### src/rtl/lbist_session_ctrl.sv
// rtl/lbist_session_ctrl.sv - logic-BIST session sequencer (optional macro LBIST_SIG_CAPTURE_EN adds sig_o)
module lbist_session_ctrl #(
   parameter int unsigned            SCAN_LEN   = 64,
   parameter int unsigned            N_PATTERNS = 1024,
   parameter int unsigned            MISR_WIDTH = 32,
   parameter logic [MISR_WIDTH-1:0]  GOLDEN_SIG = '0
) (
   input  logic                              clk_i,
   input  logic                              rst_ni,
   input  logic                              start_i,
   input  logic [MISR_WIDTH-1:0]             misr_sig_i,
   output logic                              test_mode_o,
   output logic                              scan_en_o,
   output logic                              prpg_seed_o,
   output logic                              prpg_en_o,
   output logic                              misr_clr_o,
   output logic                              misr_en_o,
   output logic                              busy_o,
   output logic                              done_o,
   output logic                              go_nogo_o,
   output logic [$clog2(N_PATTERNS+1)-1:0]   pattern_cnt_o
`ifdef LBIST_SIG_CAPTURE_EN
   ,
   output logic [MISR_WIDTH-1:0]             sig_o
`endif
);

   localparam int unsigned SC_W = (SCAN_LEN > 1) ? $clog2(SCAN_LEN) : 1;
   localparam int unsigned PC_W = $clog2(N_PATTERNS + 1);
   localparam logic [SC_W-1:0] SC_LAST = SC_W'(SCAN_LEN - 1);
   localparam logic [PC_W-1:0] PC_LAST = PC_W'(N_PATTERNS - 1);
   localparam logic [PC_W-1:0] PC_MAX  = PC_W'(N_PATTERNS);

   typedef enum logic [2:0] {
      ST_IDLE,
      ST_INIT,
      ST_SHIFT,
      ST_CAPTURE,
      ST_UNLOAD,
      ST_COMPARE,
      ST_DONE
   } state_t;

   state_t          state;
   logic [SC_W-1:0] shift_cnt;

   // Session FSM; every output is loaded together with the state it belongs to
   always_ff @(posedge clk_i or negedge rst_ni) begin
      if (!rst_ni) begin
         state         <= ST_IDLE;
         shift_cnt     <= '0;
         pattern_cnt_o <= '0;
         test_mode_o   <= 1'b0;
         scan_en_o     <= 1'b0;
         prpg_seed_o   <= 1'b0;
         prpg_en_o     <= 1'b0;
         misr_clr_o    <= 1'b0;
         misr_en_o     <= 1'b0;
         busy_o        <= 1'b0;
         done_o        <= 1'b0;
         go_nogo_o     <= 1'b0;
      end else begin
         // seed and clear only ever last the single INIT cycle
         prpg_seed_o <= 1'b0;
         misr_clr_o  <= 1'b0;
         case (state)
            ST_IDLE: begin
               if (start_i) begin
                  state         <= ST_INIT;
                  test_mode_o   <= 1'b1;
                  busy_o        <= 1'b1;
                  prpg_seed_o   <= 1'b1;
                  misr_clr_o    <= 1'b1;
                  shift_cnt     <= '0;
                  pattern_cnt_o <= '0;
               end
            end
            ST_INIT: begin
               // first shift pass unloads uninitialised flops, so the MISR stays off
               state     <= ST_SHIFT;
               scan_en_o <= 1'b1;
               prpg_en_o <= 1'b1;
               misr_en_o <= 1'b0;
            end
            ST_SHIFT: begin
               if (shift_cnt == SC_LAST) begin
                  state     <= ST_CAPTURE;
                  shift_cnt <= '0;
                  scan_en_o <= 1'b0;
                  prpg_en_o <= 1'b0;
                  misr_en_o <= 1'b0;
               end else begin
                  shift_cnt <= shift_cnt + 1'b1;
               end
            end
            ST_CAPTURE: begin
               if (pattern_cnt_o != PC_MAX) begin
                  pattern_cnt_o <= pattern_cnt_o + 1'b1;
               end
               scan_en_o <= 1'b1;
               misr_en_o <= 1'b1;
               if (pattern_cnt_o >= PC_LAST) begin
                  state     <= ST_UNLOAD;
                  prpg_en_o <= 1'b0;
               end else begin
                  state     <= ST_SHIFT;
                  prpg_en_o <= 1'b1;
               end
            end
            ST_UNLOAD: begin
               if (shift_cnt == SC_LAST) begin
                  state     <= ST_COMPARE;
                  shift_cnt <= '0;
                  scan_en_o <= 1'b0;
                  misr_en_o <= 1'b0;
               end else begin
                  shift_cnt <= shift_cnt + 1'b1;
               end
            end
            ST_COMPARE: begin
               state     <= ST_DONE;
               go_nogo_o <= (misr_sig_i == GOLDEN_SIG);
               busy_o    <= 1'b0;
               done_o    <= 1'b1;
            end
            ST_DONE: begin
               // a held start_i keeps the result visible; a new session needs a fresh rise
               if (!start_i) begin
                  state         <= ST_IDLE;
                  test_mode_o   <= 1'b0;
                  done_o        <= 1'b0;
                  go_nogo_o     <= 1'b0;
                  pattern_cnt_o <= '0;
               end
            end
            default: begin
               state       <= ST_IDLE;
               test_mode_o <= 1'b0;
               scan_en_o   <= 1'b0;
               prpg_en_o   <= 1'b0;
               misr_en_o   <= 1'b0;
               busy_o      <= 1'b0;
               done_o      <= 1'b0;
            end
         endcase
      end
   end

`ifdef LBIST_SIG_CAPTURE_EN
   // Snapshot of the final signature for debug, held through DONE
   always_ff @(posedge clk_i or negedge rst_ni) begin
      if (!rst_ni) begin
         sig_o <= '0;
      end else if (state == ST_COMPARE) begin
         sig_o <= misr_sig_i;
      end else if (state == ST_DONE && !start_i) begin
         sig_o <= '0;
      end
   end
`endif

endmodule
### config.mk
export PLATFORM = sky130hd
export DESIGN_NAME = lbist_session_ctrl
export DESIGN_NICKNAME = d
export VERILOG_FILES = /design/src/rtl/lbist_session_ctrl.sv
export SDC_FILE = /design/constraint.sdc
export NUM_CORES = 1
export LEC_CHECK = 0
export ABC_AREA = 1
export CAP_MARGIN = 10
export CORE_MARGIN = 3
export CORE_UTILIZATION = 40
export DETAILED_ROUTE_END_ITERATION = 7
export HOLD_SLACK_MARGIN = 0.03
export PLACE_DENSITY = 0.73
export SETUP_SLACK_MARGIN = 0.02
export SLEW_MARGIN = 10
export SYNTH_ARGS = -nofsm -noshare
export SYNTH_HDL_FRONTEND = slang
export SYNTH_SLANG_ARGS = --single-unit
export TNS_END_PERCENT = 10
### constraint.sdc
create_clock -name clk_i -period 1.55 [get_ports clk_i]
set_clock_uncertainty 0.15 [all_clocks]
set_input_delay 0.3875 -clock clk_i [delete_from_list [all_inputs] [get_ports clk_i]]
set_output_delay 0.3875 -clock clk_i [all_outputs]
set_load 0.01 [all_outputs]
==> results.json, run 1 <==
{
  "outcome": "complete, but fails checks",
  "violations": "negative setup slack",
  "fmax_mhz": 627.6,
  "chipHeight_um": 72.44,
  "critPathLaunchType": "flip-flop",
  "root_buffer": "clkbuf_8",
  "grt_pass1_wl_um": 7748,
  "cts_num_sinks": 28,
  "coreArea_um2": 4115,
  "gp_congestion": 0.8826,
  "track_usage": 0.1828,
  "setup_slack_ns": -0.04335,
  "clockBufferDepth": 2,
  "antenna_cells_inserted": 0,
  "worstSetupPathType": "flip-flop to flip-flop",
  "pre_cts_ws_ns": -0.3449,
  "initial_core_util": 0.4290,
  "seq_area_frac_synth": 0.3969,
  "ys_seq_elements": 28,
  "cts_buffers": 3,
  "drt_pass1_iterations": 4,
  "yosysWarnings": 0,
  "powerDensity_nw_per_um2": 1242,
  "drtIter0Drc": 84,
  "crit_arrival_ns": 1.66,
  "tightest_slew_ns": 0.2431,
  "rsz0062_at_grt": "true",
  "syn_avg_cell_area_um2": 7.295,
  "clkSlewWorstSetupHoldPaths_ns": 0.10,
  "wire_per_inst_um": 12.19,
  "setup_viol": 12,
  "crit_fanout": 8,
  "leakagePower_nw": 1.319,
  "synth_area_leaders": "dfrtp_1 40%, nand2_1 16%, nor2_1 7.0%, nand3_1 5.4%, inv_1 4.9%",
  "viasPerCell": 4.961,
  "clock_latency_ns": 0.28,
  "syn_nets": 280,
  "async_flop_share": 1.000,
  "ctsHoldBuffers": 0,
  "antenna_found_initial": 0,
  "drc_errors": 0,
  "drive_above_1_share": 0.2628,
  "synth_flop_cell": "dfrtp_1",
  "post-dp-hpwl_um": 3507,
  "num_rows": 23,
  "end_kind": "flip-flop",
  "via_count": 1890,
  "relSlewSlack": 0.8364,
  "period_share": 1.028,
  "synth_edf_count": 0,
  "placedCellCount": 373,
  "hold_viol": 0,
  "yosys.area.top_type": "dfrtp_1",
  "die_w_um": 72.44,
  "slew_viol_final": 0,
  "netlist-cell-type-count": 28,
  "required_ns": 1.61,
  "ioPinCount": 55,
  "hold_ws_ns": 0.3083,
  "htree_levels": 1,
  "power_w": 0.003430,
  "cts_tree": "yes",
  "fin_crit_ns": 1.593,
  "layout.cells.non_filler": 381,
  "syn_to_final_growth_pct": 56.48,
  "irDropWorstVdd_mv": 0.9612,
  "globalRouteOverflowTotal": 0,
  "wl_um": 4644,
  "synthCells": 242,
  "drtAntennaViolNets": 0,
  "synth.top_cell.area_share": 0.3969,
  "dieArea_um2": 5247,
  "hp-class": "primary input to asynchronous set/reset pin",
  "maxCapViolations": 0,
  "port_buffers": 54,
  "layout.nets": 370,
  "grt_pass1_vias": 1788,
  "final_core_utilization": 0.6713,
  "syn_area_um2": 1765,
  "grt_max_degree": 29
}
metrics by stage:
| stage | setup TNS, ns | instance area [um^2] |
|---|---|---|
| after floorplan | 0 | 1769 |
| after global placement | -4.481 | 2585 |
| after detailed placement | -5.261 | 2585 |
| after CTS | -1.064 | 2658 |
| after global routing | -1.489 | 2763 |
| final | -0.2768 | 2763 |
cells in the final DEF (no fill, tap or decap), drive strengths merged:
cell type,n
nand3,24
or2,1
a21oi,3
nor4,3
a21boi,1
inv,25
nand2,80
xor2,4
xnor2,1
clkdlybuf4s50,34
dfrtp,28
buf,35
clkdlybuf4s15,12
nand4,5
o21ai,20
dlygate4sd2,6
o31ai,1
o21a,1
clkbuf,5
ha,3
nor3,1
bufinv,1
nor2,37
state kept, by name, summed over array words and instances (netlist names):
name           flops
misr_en_o          1
done_o             1
scan_en_o          1
shift_cnt          6
state              3
test_mode_o        1
busy_o             1
prpg_en_o          1
pattern_cnt_o     11
misr_clr_o         1
go_nogo_o          1
critical path, cell delays in order, from the launching register on:
cell and delay, ns:
dfrtp_1 0.41, buf_6 0.14, inv_4 0.05, ha_4 0.11, nand4_1 0.09, nor2_2 0.15, nand2_2 0.12, nand3_4 0.15
nand2_1 0.09, o21ai_2 0.06
area by class of cell:
| type | instances | area (um^2) |
|---|---|---|
| Multi-Input combinational cell | 185 | 1013 |
| Timing Repair Buffer | 89 | 814.5 |
| Clock inverter | 1 | 30.03 |
| Sequential cell | 28 | 704.4 |
| Fill cell | 342 | 1353 |
| Tap cell | 50 | 62.56 |
| Inverter | 25 | 96.34 |
| Clock buffer | 3 | 41.29 |
cells in the mapped netlist, types with 4 or more instances:
master	count
inv_1	23
dfrtp_1	28
nor2_1	33
o21ai_0	13
nand3_1	19
buf_6	4
xor2_1	4
nand2_1	75
nand4_1	5
o21ai_2	5
cell families after synthesis:
logic type,synth area share
buffers and inverters,0.08292
flip-flops,0.3969
XOR/XNOR,0.02480
AND/OR/NAND/NOR,0.3855
adder cells (fa/ha/maj),0.02126
AO/OA/AOI/OAI,0.08859
worst paths after layout:
path	start	endpoint	slack [ns]	cells after the start
setup / recovery	pattern_cnt_o[1]	pattern_cnt_o[10]	-0.04	9
min in group clk_i	busy_o	busy_o	0.34	2
hold / removal	rst_ni	pattern_cnt_o[5]	0.31	2
setup reg to reg	pattern_cnt_o[1]	pattern_cnt_o[10]	-0.04	9
max in group asynchronous	rst_ni	pattern_cnt_o[0]	0.77	2
hold reg to reg	busy_o	busy_o	0.34	2
power by group:
part / internal [W] / switching [W] / leakage (nW)
Combinational: 0.000820 / 0.000988 / 0.919
Clock: 0.000346 / 0.000240 / 0.0357
Sequential: 0.000895 / 0.000143 / 0.364
timing repair:
item / CTS / global route
setup endpoints to repair: 34 / 36
setup buffers: 2 / 1
pin swaps: 2 / 7
cloned: 0 / 1
resized for setup: 27 / 44
hold endpoints to repair: 0 / 0
per-layer routing:
metal	part of all wire	up-vias	global-route usage	routed length [um]
met4	0.015	0	0.03893	68
met1	0.44	886	0.2378	2036
li1	-	952	-	-
met2	0.50	44	0.3155	2336
met5	0	-	0	0
met3	0.043	8	0.03601	202
Note: power is estimated with default switching activity, not from simulation.
==> inputs of run 2 (changes only) <==
- CELL_PAD_IN_SITES_DETAIL_PLACEMENT: not set -> 0
- CELL_PAD_IN_SITES_GLOBAL_PLACEMENT: not set -> 1
- CORE_UTILIZATION: 40 -> 35
- PLACE_DENSITY: 0.73 -> not set
- PLACE_DENSITY_LB_ADDON: not set -> 0.1
- clock period: 1.55 -> 2.05 ns (I/O delays scaled with it)
==> results.json, run 2 (synthesized netlist as in run 1, its figures left out) <==
{
  "outcome": "completed",
  "root_buffer": "clkbuf_8",
  "crit_family": "buffers and inverters",
  "hp-start": "go_nogo_o",
  "rsz0062_at_grt": "false",
  "track_usage": 0.1531,
  "drtIter0Drc": 67,
  "num_rows": 25,
  "crit_arrival_ns": 1.32,
  "hp-class": "flip-flop to flip-flop",
  "grt_max_degree": 29,
  "relSlewSlack": 0.7289,
  "fmax_mhz": 504.4,
  "end_kind": "output pin",
  "crit_fanout": 6,
  "drive_above_1_share": 0.1104,
  "slowest_delay_ns": 0.58,
  "hold_ws_ns": 0.3435,
  "cpMaxStageDelayCell": "clkdlybuf4s50_1",
  "viasPerCell": 4.566,
  "die_w_um": 77.02,
  "antenna_cells_inserted": 0,
  "antenna_found_initial": 0,
  "gp_congestion": 0.7659,
  "drt_pass1_iterations": 6,
  "chipHeight_um": 77.02,
  "layout.cells.non_filler": 366,
  "critPathLaunch": "pattern_cnt_o[6]",
  "fin_crit_ns": 1.983,
  "dieArea_um2": 5932,
  "irDropWorstVdd_mv": 0.5270,
  "largest_reg_flops": 11,
  "grt_pass1_vias": 1670,
  "worstSetupPathType": "flip-flop to output pin",
  "final_core_utilization": 0.5106,
  "grt_pass1_wl_um": 7555,
  "clock_latency_ns": 0.28,
  "tns_ns": 0,
  "initial_core_util": 0.3689,
  "rr_startpoint": "state[1]",
  "tightest_slew_ns": 0.4067,
  "critPathLaunchType": "flip-flop",
  "hold_viol": 0,
  "worst-path-buf-inv": 1,
  "ioPinCount": 55,
  "leakagePower_nw": 1.093,
  "placedCellCount": 362,
  "layout_common_cells": "75 x nand2_1, 54 x clkdlybuf4s50_1, 33 x nor2_1, 24 x dfrtp_1, 23 x inv_1",
  "setup_viol": 0,
  "crit_chain": "clkdlybuf4s50_1",
  "slew_viol_final": 0,
  "cts_num_sinks": 28,
  "cts_tree": "yes",
  "ctsHoldBuffers": 0,
  "mostFrequentLayoutCell": "nand2_1",
  "regMostFlops": "pattern_cnt_o",
  "post-dp-hpwl_um": 3250,
  "cts_buffers": 3,
  "htree_levels": 1,
  "powerDensity_nw_per_um2": 917.5,
  "drc_errors": 0,
  "fill_cells": 496,
  "period_share": 0.9671,
  "port_buffers": 54,
  "placed_cell_area_um2": 2367,
  "via_count": 1671,
  "wire_per_inst_um": 11.50,
  "coreArea_um2": 4786,
  "wl_um": 4208,
  "drtAntennaViolNets": 0,
  "globalRouteOverflowTotal": 0,
  "layout.nets": 338,
  "top_regs": "pattern_cnt_o (11), shift_cnt (6), state (3)",
  "maxCapViolations": 0,
  "clkSlewWorstSetupHoldPaths_ns": 0.10,
  "design_area_um2": 2444,
  "clockBufferDepth": 2,
  "cts_setup_buffers": 0,
  "required_ns": 1.39,
  "syn_to_final_growth_pct": 38.41
}
-- run 2: changes by cell type in the layout (fill, tap and decap cells not counted), moves of 3 or more --
| cell | change |
|---|---|
| buf_4 | -28 |
| clkdlybuf4s50_1 | +20 |
| clkdlybuf4s15_1 | -12 |
| nand2_1 | +8 |
| nand2_2 | -8 |
| dlygate4sd2_1 | -6 |
| o21ai_0 | +5 |
| inv_1 | +3 |
| nor2_1 | +3 |
| nor2_4 | -3 |
| o21ai_2 | -3 |
-- run 2: worst paths after layout --
path,endpoint,slack [ns],depth (start not counted)
setup / recovery,pattern_cnt_o[6],0.07,1
hold / removal,go_nogo_o,0.34,2
setup reg to reg,state[2],0.30,8
hold reg to reg,go_nogo_o,0.34,2
max in group asynchronous,pattern_cnt_o[0],1.00,2
min in group asynchronous,done_o,0.46,2
-- run 2: metrics by stage --
step | setup slack, ns | total power (W)
global route | 0.01925 | 0.002447
global placement | 0.06274 | 0.001817
floorplan | 0.4441 | 0.001508
finish | 0.06736 | 0.002242
detailed placement | 0.02408 | 0.001821
CTS | 0.03329 | 0.002273
-- run 2: layer usage --
layer	part of all wire	global-route usage	vias up
li1	-	-	891
met1	0.47	0.1928	748
met2	0.48	0.2700	30
met3	0.038	0.03873	2
met4	0.0057	0.02135	0
met5	0	0	-
-- run 2: what timing repair did --
action / 4_1_cts / 5_1_grt
endpoints found under the hold margin: 0 / 0
setup endpoints to repair: 0 / 4
resized for setup: 0 / 4
-- run 2: layout make-up --
class                           count  area [um^2]  share of cell area
Multi-Input combinational cell    184        918.4              0.3758
Sequential cell                    28        705.7              0.2888
Timing Repair Buffer               58        570.5              0.2335
Inverter                           25        93.84             0.03840
Tap cell                           67        83.83             0.03431
Clock buffer                        3        41.29             0.01690
Clock inverter                      1        30.03             0.01229
-- run 2: report_power, final --
group | total, W | switching, W | internal [W]
clock network | 0.000448 | 0.000186 | 0.000262
logic | 0.000993 | 0.000578 | 0.000415
registers | 0.000801 | 0.000127 | 0.000674
total | 0.00224 | 0.000891 | 0.00135
==> inputs of run 3 (changes only) <==
- SKIP_LAST_GASP: not set -> 1
==> results.json, run 3 (synthesized netlist as in run 1, its figures left out) <==
{
  "outcome": "completed",
  "fin_crit_ns": 1.997,
  "wire_per_inst_um": 11.51,
  "crit_chain": "clkdlybuf4s50_1",
  "leakagePower_nw": 1.098,
  "drtAntennaViolNets": 0,
  "rsz0062_at_grt": "true",
  "top_regs": "pattern_cnt_o (11), shift_cnt (6), state (3)",
  "initial_core_util": 0.3689,
  "end_kind": "output pin",
  "drt_pass1_iterations": 6,
  "period_share": 0.9740,
  "antenna_found_initial": 0,
  "hp-class": "flip-flop to flip-flop",
  "grt_pass1_wl_um": 7555,
  "dieArea_um2": 5932,
  "root_buffer": "clkbuf_8",
  "hold_ws_ns": 0.3435,
  "clkSlewWorstSetupHoldPaths_ns": 0.10,
  "powerDensity_nw_per_um2": 918.3,
  "clock_latency_ns": 0.28,
  "viasPerCell": 4.552,
  "grt_pass1_vias": 1670,
  "irDropWorstVdd_mv": 0.5268,
  "ioPinCount": 55,
  "placedCellCount": 362,
  "worst-path-buf-inv": 1,
  "final_core_utilization": 0.5098,
  "antenna_cells_inserted": 0,
  "crit_family": "buffers and inverters",
  "track_usage": 0.1531,
  "syn_to_final_growth_pct": 38.20,
  "drtIter0Drc": 67,
  "maxCapViolations": 0,
  "grt_max_degree": 29,
  "regMostFlops": "pattern_cnt_o",
  "crit_arrival_ns": 1.33,
  "worstSetupPathType": "flip-flop to output pin",
  "required_ns": 1.39,
  "cts_tree": "yes",
  "post-dp-hpwl_um": 3250,
  "coreArea_um2": 4786,
  "r2r_slack_ns": 0.30,
  "clockBufferDepth": 2,
  "htree_levels": 1,
  "largest_reg_flops": 11,
  "die_w_um": 77.02,
  "gp_congestion": 0.7659,
  "layout.cells.non_filler": 366,
  "tightest_slew_ns": 0.4067,
  "layout.nets": 338,
  "globalRouteOverflowTotal": 0,
  "placed_cell_area_um2": 2367,
  "hold_viol": 0,
  "wl_um": 4214,
  "slowest_delay_ns": 0.58,
  "drive_above_1_share": 0.1003,
  "setup_viol": 0,
  "layout_common_cells": "75 x nand2_1, 54 x clkdlybuf4s50_1, 33 x nor2_1, 27 x dfrtp_1, 23 x inv_1",
  "drc_errors": 0,
  "num_rows": 25,
  "design_area_um2": 2440,
  "fmax_mhz": 500.8,
  "port_buffers": 54,
  "via_count": 1666,
  "crit_fanout": 6,
  "chipHeight_um": 77.02,
  "cts_num_sinks": 28,
  "fill_cells": 498,
  "relSlewSlack": 0.7289,
  "mostFrequentLayoutCell": "nand2_1",
  "cpMaxStageDelayCell": "clkdlybuf4s50_1",
  "slew_viol_final": 0,
  "cts_buffers": 3,
  "critPathLaunchType": "flip-flop"
}
-- run 3: cell types whose count changed in the layout (fill, tap and decap cells not counted) --
cell,change
dfrtp_2,-3
dfrtp_1,+3
-- run 3: final cells by class --
type	count	area, um^2	area share
multi-input combinational	184	918.4	0.3764
sequential	28	701.9	0.2877
timing repair buffer	58	570.5	0.2338
inverter	25	93.84	0.03846
tap	67	83.83	0.03436
clock buffer	3	41.29	0.01692
clock inverter	1	30.03	0.01231
-- run 3: worst paths after layout --
| check | startpoint | to | cells after the start |
|---|---|---|---|
| min | go_nogo_o | go_nogo_o | 2 |
| max | pattern_cnt_o[7] | pattern_cnt_o[7] | 1 |
| min reg2reg | go_nogo_o | go_nogo_o | 2 |
| max in group asynchronous | rst_ni | pattern_cnt_o[4] | 2 |
| max reg2reg | state[1] | state[2] | 8 |
| min in group asynchronous | rst_ni | done_o | 2 |
-- run 3: timing repair --
action | 4_1_cts | 5_1_grt
endpoints found under the setup margin | 0 | 4
gates resized for setup | 0 | 1
buffers inserted | 0 | 0
hold buffers | 0 | 0
-- run 3: metal layers --
layer	GRT usage	vias to the layer above	routed length, um
li1	-	890	-
met1	0.1928	744	2007
met2	0.2700	30	2020
met3	0.03873	2	162
met4	0.02135	0	24
met5	0	-	0
-- run 3: report_power, final --
group | total [W] | internal (W) | switching [W]
clock network | 0.000448 | 0.000262 | 0.000186
logic | 0.000994 | 0.000415 | 0.000579
registers | 0.000799 | 0.000672 | 0.000127
total | 0.00224 | 0.00135 | 0.000892
-- run 3: through the flow --
stage / total power (W) / worst slack (ns) / setup TNS [ns]
after floorplan: 0.001508 / 0.4441 / 0
after global placement: 0.001817 / 0.06274 / 0
after detailed placement: 0.001821 / 0.02408 / 0
after CTS: 0.002273 / 0.03329 / 0
after global routing: 0.002444 / -0.005011 / -0.005011
final: 0.002240 / 0.05326 / 0
